--- src/rtl/fault_test_seq.sv ---
// fault_test_seq: walks the 16 (A,B,C,D) vectors through the good/faulted datapath pair and records which vectors expose the fault.
// Optional feature macro FTS_EARLY_STOP_EN: end the sweep at the first detecting vector instead of sweeping all 16.
module fault_test_seq #(
    parameter logic        STUCK_VAL = 1'b0,
    parameter int unsigned SETTLE    = 1
) (
    input  logic        clk,
    input  logic        rst_n,
    input  logic        start,
    input  logic        abort,
    input  logic        z_good,
    input  logic        z_fault,
    output logic [3:0]  vec,
    output logic        f_force,
    output logic        busy,
    output logic        done,
    output logic        detected,
    output logic [3:0]  first_vec,
    output logic [4:0]  det_count,
    output logic [15:0] det_mask
);

    typedef enum logic [1:0] {
        ST_IDLE = 2'd0,
        ST_WAIT = 2'd1,
        ST_CMP  = 2'd2,
        ST_DONE = 2'd3
    } state_t;

    // Counter reload gives exactly SETTLE cycles in WAIT (counts SETTLE-1 down to 0).
    localparam logic [7:0] CNT_LOAD = 8'(SETTLE - 32'd1);

    state_t      state_r, state_s;
    logic [7:0]  cnt_r, cnt_s;
    logic [3:0]  vec_r, vec_s;
    logic [15:0] det_mask_r, det_mask_s;
    logic [4:0]  det_count_r, det_count_s;
    logic        detected_r, detected_s;
    logic [3:0]  first_vec_r, first_vec_s;
    logic        busy_r, busy_s;
    logic        done_r, done_s;
    logic        f_force_r, f_force_s;
    logic        mism_s;
    logic        early_stop_s;

    assign mism_s = z_good ^ z_fault;

`ifdef FTS_EARLY_STOP_EN
    assign early_stop_s = mism_s;
`else
    assign early_stop_s = 1'b0;
`endif

    // Next-state and next-value logic for the sweep controller and its result registers
    always_comb begin
        state_s     = state_r;
        cnt_s       = cnt_r;
        vec_s       = vec_r;
        det_mask_s  = det_mask_r;
        det_count_s = det_count_r;
        detected_s  = detected_r;
        first_vec_s = first_vec_r;
        if (abort) begin
            state_s = ST_IDLE;
        end else begin
            case (state_r)
                ST_IDLE: begin
                    if (start) begin
                        vec_s       = 4'd0;
                        cnt_s       = CNT_LOAD;
                        det_mask_s  = 16'd0;
                        det_count_s = 5'd0;
                        detected_s  = 1'b0;
                        first_vec_s = 4'd0;
                        state_s     = ST_WAIT;
                    end else begin
                        state_s = ST_IDLE;
                    end
                end
                ST_WAIT: begin
                    if (cnt_r == 8'd0) begin
                        state_s = ST_CMP;
                    end else begin
                        cnt_s = cnt_r - 8'd1;
                    end
                end
                ST_CMP: begin
                    if (mism_s) begin
                        det_mask_s[vec_r] = 1'b1;
                        det_count_s       = det_count_r + 5'd1;
                        if (!detected_r) begin
                            first_vec_s = vec_r;
                            detected_s  = 1'b1;
                        end else begin
                            first_vec_s = first_vec_r;
                        end
                    end else begin
                        det_count_s = det_count_r;
                    end
                    if ((vec_r == 4'd15) || early_stop_s) begin
                        state_s = ST_DONE;
                    end else begin
                        vec_s   = vec_r + 4'd1;
                        cnt_s   = CNT_LOAD;
                        state_s = ST_WAIT;
                    end
                end
                ST_DONE: begin
                    state_s = ST_IDLE;
                end
                default: begin
                    state_s = ST_IDLE;
                end
            endcase
        end
        // Status outputs are registered from the next state so they line up with it.
        busy_s    = (state_s == ST_WAIT) || (state_s == ST_CMP);
        done_s    = (state_s == ST_DONE);
        f_force_s = busy_s ? STUCK_VAL : 1'b0;
    end

    // State, counter, vector, status and result registers
    always_ff @(posedge clk or negedge rst_n) begin
        if (!rst_n) begin
            state_r     <= ST_IDLE;
            cnt_r       <= 8'd0;
            vec_r       <= 4'd0;
            det_mask_r  <= 16'd0;
            det_count_r <= 5'd0;
            detected_r  <= 1'b0;
            first_vec_r <= 4'd0;
            busy_r      <= 1'b0;
            done_r      <= 1'b0;
            f_force_r   <= 1'b0;
        end else begin
            state_r     <= state_s;
            cnt_r       <= cnt_s;
            vec_r       <= vec_s;
            det_mask_r  <= det_mask_s;
            det_count_r <= det_count_s;
            detected_r  <= detected_s;
            first_vec_r <= first_vec_s;
            busy_r      <= busy_s;
            done_r      <= done_s;
            f_force_r   <= f_force_s;
        end
    end

    assign vec       = vec_r;
    assign f_force   = f_force_r;
    assign busy      = busy_r;
    assign done      = done_r;
    assign detected  = detected_r;
    assign first_vec = first_vec_r;
    assign det_count = det_count_r;
    assign det_mask  = det_mask_r;

endmodule

--- config.mk ---
export PLATFORM = sky130hd
export DESIGN_NAME = fault_test_seq
export DESIGN_NICKNAME = d
export VERILOG_FILES = /design/src/rtl/fault_test_seq.sv
export SDC_FILE = /design/constraint.sdc
export NUM_CORES = 1
export LEC_CHECK = 0
export BUFFER_PORTS_ARGS = -buffer_cell sky130_fd_sc_hd__buf_4
export CORE_MARGIN = 4
export CORE_UTILIZATION = 58
export DETAILED_ROUTE_END_ITERATION = 12
export PLACE_DENSITY = 0.79
export SYNTH_ARGS = -nofsm -noshare
export SYNTH_HDL_FRONTEND = slang
export SYNTH_SLANG_ARGS = --single-unit
export TNS_END_PERCENT = 30
--- constraint.sdc ---
create_clock -name clk -period 3.1 [get_ports clk]
set_input_delay 0.31 -clock clk [delete_from_list [all_inputs] [get_ports clk]]
set_output_delay 0.31 -clock clk [all_outputs]
set_load 0.005 [all_outputs]
* Word level (Yosys, flattened, before mapping)
Cells that the tools add are included.
** Cells by class
- Add/subtract/negate cells :: 3
- $lt $le $gt $ge :: 2
- Equal/unequal tests :: 12
- Multiplexer cells :: 26
- Bitwise gates (word level) :: 3
- Reductions and logical operators :: 10
** Operator list (number)
- $mux W16 :: 2
- $pmux W16 S2 :: 1
- $mux W8 :: 3
- $pmux W8 S3 :: 1
- $mux W4 :: 4
- $or A16 B16 Y16 :: 1
- $pmux W4 S2 :: 2
- $mux W5 :: 2
- $ne A2 B2 Y1 const B :: 5
- $pmux W5 S2 :: 1
- $reduce_and A5 Y1 :: 2
- $eq A2 B2 Y1 const B :: 4
- $logic_not A8 Y1 :: 1
- $pmux W2 S4 :: 1
- $reduce_and A4 Y1 :: 2
- $sub A8 B1 Y8 const B :: 1
- $mux W2 :: 3
- $add A5 B1 Y5 const B :: 1
- $lt A4 B5 Y1 const B :: 1
- $add A4 B1 Y4 const B :: 1
- $demux W1 S4 :: 1
- $eq A2 B1 Y1 const B :: 2
- $eq A4 B4 Y1 const B :: 1
- $ge A4 B1 Y1 const B :: 1
- other kinds (9) :: 12
** Word-level totals
- Flip-flop bits (word level) :: 42
- Input port bits :: 6
- Output and inout bits :: 33
- Word-level logic and storage cells :: 65

* Longest topological paths before layout
Gate-level depths: netlist of the first run.
- Word-level depth :: 7
- Depth in mapped cells :: 7
- Depth with buffers taken out :: 6

* Worst setup path after synthesis of the first run
OpenSTA, ideal clock, no wires.
- Kind :: flip-flop to flip-flop
- Start point :: reg vec_r[0], in the netlist vec[0]
- End point :: reg cnt_r[6]
- Setup time :: 69 ps
- Data arrival time :: 1602 ps
- Data required time :: 3031 ps
- Setup slack :: 1429 ps
- Cell stages (with the launch flop) :: 7
- Path buffers :: 0
- Period minus slack after synthesis :: 1671 ps
- Cells stage by stage :: dfrtp_1 > ha_1 > and3b_1 > nand2_1 > nand3_1 > or4_1 > nand3_1
** Between the ends
- Word-level cells in the longest chain between the ends :: 3
** Ends and longest elaborated chain
- from (decl) :: line 35 : logic [3:0] vec_r, vec_s;
- from (signal assigned) :: line 138 : vec_r <= vec_s;
- $eq A4 B4 Y1 :: line 100 : if ((vec_r == 4'd15) || early_stop_s) begin
- $ne A2 B2 Y1 (no line)
- $reduce_and A5 Y1 (no line)
- to (signal assigned) :: line 137 : cnt_r <= cnt_s;
- to (decl) :: line 34 : logic [7:0] cnt_r, cnt_s;
Every way passes these cells.
A chain may end at the register's enable or synchronous reset.

* Worst setup path in the final report of the first run
Ends and elaborated chain as after synthesis.

==> impl_results.md, run 1 <==
- # DRC: 0
- CP Launch Type: register
- Worst reg-to-reg path cell count: 6
- DIE WIDTH: around 66 µm
- Wirelength per Cell: about 15 µm
- Fin cells: around 280
- Yosys top cell area share: a little over half
- Peak Freq: around 460 MHz
- Setup_tns: 0 ps
- Worst slew margin: ~61%
- Synth warn: 0
- Yosys reg bits: 42
- WHS Path Cells: 2
- Post-synth EDFFs: 0
- Hold path endpoint: state_r[1]$_DFF_PN0_
- Yosys cell types: 35
- Post-synth net total: between 200 and 250
- N_diodes: 0
- Count leader, synth: dfrtp_1
- Setup WS pre-CTS: 963.5 ps
- GP Congestion: 0.7912
- Max_cap viols: 0
- Pin count of the biggest net entering global routing: 43
- Pwr/cell area: approximately 660 nW/µm²
- CTS tree: yes
- Hold slack: approximately 170 ps
- Fin. Hold Viols: 0
- Placed cell area: approximately 2300 µm²
- Ratio of cells with drive above 1 in the final layout: a little over a fifth
- Worst setup path startpoint: vec[0]$_DFFE_PN0P_
- R2R Setup Slk: ~940 ps
- Hold path start: abort
- Worst Path Required: 3390 ps
- Reg-to-reg endpoint: cnt_r[6]$_DFFE_PN0P_
- Footprint of the multi-input gates: 833.3 µm²
- Kind of critical path: register to register
- CP endpoint kind: register
- 1st-iter DRT viols: 97
- Sequential area share after synthesis: around 53%
- Nets: between 200 and 250
- Height of the die: approximately 66 µm
- Clock slew at reported path FFs: approximately 120 ps
- Cell area after technology mapping: around 2000 µm²
- Synth Flop Type: dfrtp_1
- Area growth from synthesis to layout: 19.22%
- H-tree depth: 2
- Vias post-DR: 1599
- Post-placement cell count: about 270
- Share of synthesized registers carrying an async set or reset: 100.0%
- Mapped Cells: 195
- Final min period: about 2200 ps
- Leak: 1.145 nW
- Gr ovfl total: 0
- Setup ws final: about 940 ps
- Inserted Clock Buffers: 5
- CTS root buffer: clkbuf_4
- Top post-synthesis cells by area: dfrtp_1 53%, nor2_1 5.3%, a31oi_1 5.1%
- Peak supply drop: ~0.7 mV
- Initial Util: approximately 62%
- Design Area, Final: ~2300 µm²
- First-pass GRT wire length: 7.169 mm
- Seq. cell area: roughly 1100 µm²
- I/O Pins: 39
- Worst-path fanout max: 11
- RSZ-0062 raised after global routing: false
- Top cells by count, synth: 42 x dfrtp_1, 28 x nor2_1, 19 x nand2_1
- Drt total wl: 4.247 mm
- Port Buf Inserts: 37
- Final setup violation count: 0
- Fin crit share: a little over two thirds
- Initial antenna violation count: 0
- Fin. max-slew vios: 0
- Via/cell ratio: ~5.8
- Antenna Nets Post-Route: 0
- Worst Max-Slew Pin Slew: approximately 580 ps
- Vias in the first global route: 1582
- Hpwl dp: 3.101 mm
- Status: finished clean
- Placeable Area: 3153 µm²
- Worst Skew: around 6.3 ps
- Min-delay worst type: input pin to register
- Fillers: 249
- TritonRoute pass-1 iters: 5
- Maximum clock path buffer count: 2
- Clock sink total: 42
- Clock latency on the worst-skew pair: around 350 ps
- GRT Overall Usage: between 20 and 25%
- Post-CTS sizing: 0
- R2R Path Start: vec[0]$_DFFE_PN0P_
- Dominant cell type by area after synthesis: dfrtp_1
- Syn Area/Cell: 10.08 µm²
- Rows: 20
- Arr. time, crit path: around 2500 ps
- Die area: about 4400 µm²
==> per-layer routing <==
| metal | vias up | routed length, µm | track usage (%) |
|---|---|---|---|
| met5 | - | 0 | 0 |
| met1 | 781 | 1718 | 25.31 |
| met2 | 56 | 2213 | 36.80 |
| met3 | 6 | 257 | 4.932 |
| li1 | 756 | - | - |
| met4 | 0 | 57 | 10.41 |
==> worst max-delay path, cell delays in order, from the launching register on <==
cell     delay [ps]
dfrtp_1         450
ha_1            300
and3b_1         240
nand2_1         130
nand3_1         300
or4_1           580
nand3_1         100
==> layout by cell type (no fill, tap or decap), drive strengths merged <==
| cell type | n |
|---|---|
| dfrtp | 42 |
| buf | 39 |
| nor2 | 28 |
| nand2 | 19 |
| a31oi | 16 |
| o21ai | 14 |
| ha | 8 |
| nand3 | 8 |
| inv | 7 |
| clkbuf | 7 |
| o31ai | 6 |
| nor2b | 4 |
| xor2 | 4 |
| a21oi | 3 |
| nand2b | 3 |
| or4 | 3 |
| nand4 | 3 |
| or2 | 2 |
| o211ai | 2 |
| a211oi | 2 |
| nor4 | 1 |
| and3 | 1 |
| o41ai | 1 |
| and2 | 1 |
| and3b | 1 |
| xnor2 | 1 |
| o32ai | 1 |
| o2111ai | 1 |
| nor3 | 1 |
| mux2i | 1 |
| conb | 1 |
| bufinv | 1 |
| dlygate4sd3 | 1 |
==> cell families (layout without fill, tap and decap cells) <==
group | after synthesis | in the layout | share of synthesized area (%)
other cells | 1 | 1 | 0.1908
simple gates | 75 | 75 | 18.20
buf+inv | 17 | 55 | 4.138
compound gates | 46 | 46 | 16.17
xor+xnor | 5 | 5 | 2.228
fa+ha+maj | 8 | 8 | 5.093
mux | 1 | 1 | 0.5093
flops | 42 | 42 | 53.47
==> power by group <==
group	switching (W)	total (W)	internal (W)
Sequential	0.0000821	0.000709	0.000627
Combinational	0.000296	0.000484	0.000189
Clock	0.000171	0.000342	0.000171
Total	0.000549	0.00154	0.000987
==> timing repair <==
item	CTS	global route
hold endpoints to repair	42	0
setup buffers	0	0
hold buffers	1	0
==> stage by stage <==
step	total power, W	util (%)
6_report	0.001536	74.33
5_1_grt	0.001630	74.33
4_1_cts	0.001534	74.33
3_5_place_dp	0.001199	71.63
3_3_place_gp	0.001164	71.63
2_1_floorplan	0.001047	-
==> sequential cells by signal, summed over array words and instances (netlist names) <==
name and cells:
det_mask 16, cnt_r 8, det_count 5, first_vec 4, vec 4, state_r 2, busy 1, detected 1
done 1
==> cell type report <==
cell class / instances / area share (%)
tap: 44 / 2.349
multi-input combinational: 136 / 35.56
clock buffer: 7 / 1.922
sequential: 42 / 44.85
timing repair buffer: 40 / 12.92
inverter: 7 / 1.121
clock inverter: 1 / 1.281
==> how the worst max path moves through the flow <==
stage	to	slack, ps	depth (start not counted)
after floorplan	cnt_r[6]$_DFFE_PN0P_	1430	6
after global placement	cnt_r[6]$_DFFE_PN0P_	1140	6
after detailed placement	cnt_r[6]$_DFFE_PN0P_	960	6
after CTS	cnt_r[6]$_DFFE_PN0P_	950	6
after global routing	cnt_r[6]$_DFFE_PN0P_	770	6
final	cnt_r[6]$_DFFE_PN0P_	940	6
Power figures use the tool's default switching activity.
==> inputs of run 2 (changes only) <==
- CORE_UTILIZATION: 58 -> 49
- PLACE_DENSITY: 0.79 -> 0.71
- clock period: 3.1 -> 1.95 ns (I/O delays scaled with it)
==> run 2 against run 1 <==
Final area increased by 3.3%. Sequential share of layout area decreased by 1.4 points. Setup slack worse by 810 ps. Clock power increased by 65%. Critical path depth down 1. Critical path type unchanged. Largest cell class unchanged. Highest routed layer unchanged.
==> impl_results.md, run 2 (synthesis results as in run 1) <==
- Rows: 22 (+10%)
- Placeable Area: 3771 µm² (+20%)
- Pwr/cell area: 1037 nW/µm² (+58%)
- Vias in the first global route: 1657 (+4.7%)
- CP endpoint kind: register
- Height of the die: 71.34 µm (+7.7%)
- # DRC: 0 (unchanged)
- Worst Max-Slew Pin Slew: 562.1 ps (-17.87 ps)
- Kind of critical path: register to register
- Status: finished clean
- Pin count of the biggest net entering global routing: 43 (unchanged)
- I/O Pins: 39 (unchanged)
- Placed cell area: 2308 µm² (+2.2%)
- Vias post-DR: 1559 (-2.5%)
- Initial antenna violation count: 0 (unchanged)
- Commonest non-fill, non-tap cell in the layout: buf_4
- Wirelength per Cell: 15.13 µm (-1.3%)
- Die area: 5089 µm² (+16%)
- Family with the most delay on the worst path: compound AO/OA/AOI/OAI gates
- Fin. max-slew vios: 0 (unchanged)
- Min-delay worst type: input pin to register
- DIE WIDTH: 71.34 µm (+7.7%)
- Fin crit share: 93.22% (+24 points)
- N_diodes: 0 (unchanged)
- Initial Util: 52.12% (-10 points)
- Leading cell types in the layout, fill and taps excluded: 45 x buf_4, 42 x dfrtp_1, 28 x nor2_1
- Setup_tns: 0 ps (unchanged)
- Antenna Nets Post-Route: 0 (unchanged)
- CTS tree: yes
- Arr. time, crit path: 2030 ps (-420 ps)
- Gr ovfl total: 0 (unchanged)
- First-pass GRT wire length: 7.769 mm (+8.4%)
- Clock slew at reported path FFs: 70 ps (-50 ps)
- Leak: 1.187 nW (+3.7%)
- Worst Skew: 4.701 ps (-1.590 ps)
- RSZ-0062 raised after global routing: false
- CP peak stage delay: 430 ps (-150 ps)
- Worst-path fanout max: 16 (+5)
- Peak supply drop: 0.6721 mV (-4.9%)
- GRT Overall Usage: 19.24% (-2.3 points)
- H-tree depth: 2 (unchanged)
- Fillers: 300 (+20%)
- 1st-iter DRT viols: 149 (+54%)
- Buffers plus inverters on the worst setup path: 1 (+1)
- Area growth from synthesis to layout: 23.17%
- Drt total wl: 4.341 mm (+2.2%)
- CP Launch Type: register
- GP Congestion: 0.7887 (-0.32%)
- TritonRoute pass-1 iters: 4 (-1)
- Clock latency on the worst-skew pair: 290 ps (-60 ps)
- Maximum clock path buffer count: 2 (unchanged)
- Port Buf Inserts: 37 (unchanged)
- Max stage delay cell, worst path: dfrtp_1
- Max_cap viols: 0 (unchanged)
- Largest register FFs: 16 (unchanged)
- Nets: 252 (+2.4%)
- Ratio of cells with drive above 1 in the final layout: 24.27% (+2.4 points)
- Crit-path cells: or2_1 > a211oi_4 > buf_4 > a31oi_1 > nor2_1
- Clock sink total: 42 (unchanged)
- Final min period: 1818 ps (-338.2 ps)
- Fin. Hold Viols: 0 (unchanged)
- Worst slew margin: 62.24% (+1.2 points)
- Final setup violation count: 0 (unchanged)
- Design Area, Final: 2421 µm² (+3.3%)
- Worst Path Required: 2160 ps (-1230 ps)
- Hpwl dp: 3.206 mm (+3.4%)
- CTS root buffer: clkbuf_8
- Inserted Clock Buffers: 5 (unchanged)
- Via/cell ratio: 5.432 (-5.9%)
- Peak Freq: 550.1 MHz (+19%)
## run 2: cell types whose count changed in the layout (fill, tap and decap cells not counted)
cell	before	now
clkbuf_1	2	1
clkbuf_4	5	0
buf_4	39	45
o41ai_4	0	1
clkbuf_8	0	6
o41ai_2	1	0
bufinv_16	1	0
clkinv_2	0	1
## run 2: power breakdown
group | internal, W | total (W) | switching, W | leakage [nW]
Combinational | 0.000348 | 0.000827 | 0.000479 | 0.565
Clock | 0.000285 | 0.000564 | 0.000279 | 0.0482
Sequential | 0.000998 | 0.00112 | 0.000121 | 0.574
## run 2: path summary, 6_finish.rpt
kind | cells past startpoint | startpoint | endpoint | slack [ps]
worst min-delay path | 2 | abort | state_r[1]$_DFF_PN0_ | 140
min in group asynchronous | 2 | rst_n | first_vec[2]$_DFFE_PN0P_ | 420
worst min register to register | 2 | first_vec[1]$_DFFE_PN0P_ | first_vec[1]$_DFFE_PN0P_ | 500
worst max-delay path | 5 | state_r[0]$_DFF_PN0_ | det_mask[11]$_DFFE_PN0P_ | 130
worst max register to register | 5 | state_r[0]$_DFF_PN0_ | det_mask[11]$_DFFE_PN0P_ | 130
max in group asynchronous | 2 | rst_n | det_mask[11]$_DFFE_PN0P_ | 1170
## run 2: timing repair
| action | 4_1_cts | 5_1_grt |
|---|---|---|
| endpoints found under the hold margin | 42 | 0 |
| buffers inserted | 0 | 0 |
| resized for setup | 0 | 1 |
| setup endpoints to repair | 0 | 3 |
| hold buffers | 1 | 0 |
## run 2: through the flow
| step | total power [W] | setup slack [ps] | util (%) | instances | hold WS [ps] |
|---|---|---|---|---|---|
| floorplan | 0.001665 | 278.5 | - | 195 | -100.6 |
| global placement | 0.001904 | 197.8 | 61.21 | 278 | 198.5 |
| detailed placement | 0.001945 | 96.56 | 61.21 | 278 | 205.4 |
| CTS | 0.002524 | 59.67 | 63.90 | 287 | 109.4 |
| global route | 0.002728 | 6.738 | 64.20 | 287 | 128.1 |
| finish | 0.002510 | 132.2 | 64.20 | 287 | 135.2 |
## run 2: layout make-up
| cell class | count | area [µm²] | share of cell area (%) |
|---|---|---|---|
| clock buffer | 7 | 86.33 | 3.566 |
| timing repair buffer | 46 | 347.8 | 14.37 |
| clock inverter | 1 | 5.005 | 0.2067 |
| tap | 48 | 60.06 | 2.481 |
| multi-input combinational | 136 | 844.6 | 34.88 |
| sequential | 42 | 1051 | 43.41 |
| inverter | 7 | 26.28 | 1.085 |
## run 2: metal layers
metal / vias up / global-route usage (%) / routed length (µm)
li1: 767 / - / -
met1: 745 / 23.56 / 1820
met2: 39 / 32.55 / 2234
met3: 8 / 4.348 / 218
met4: 0 / 8.142 / 68
met5: - / 0 / 0
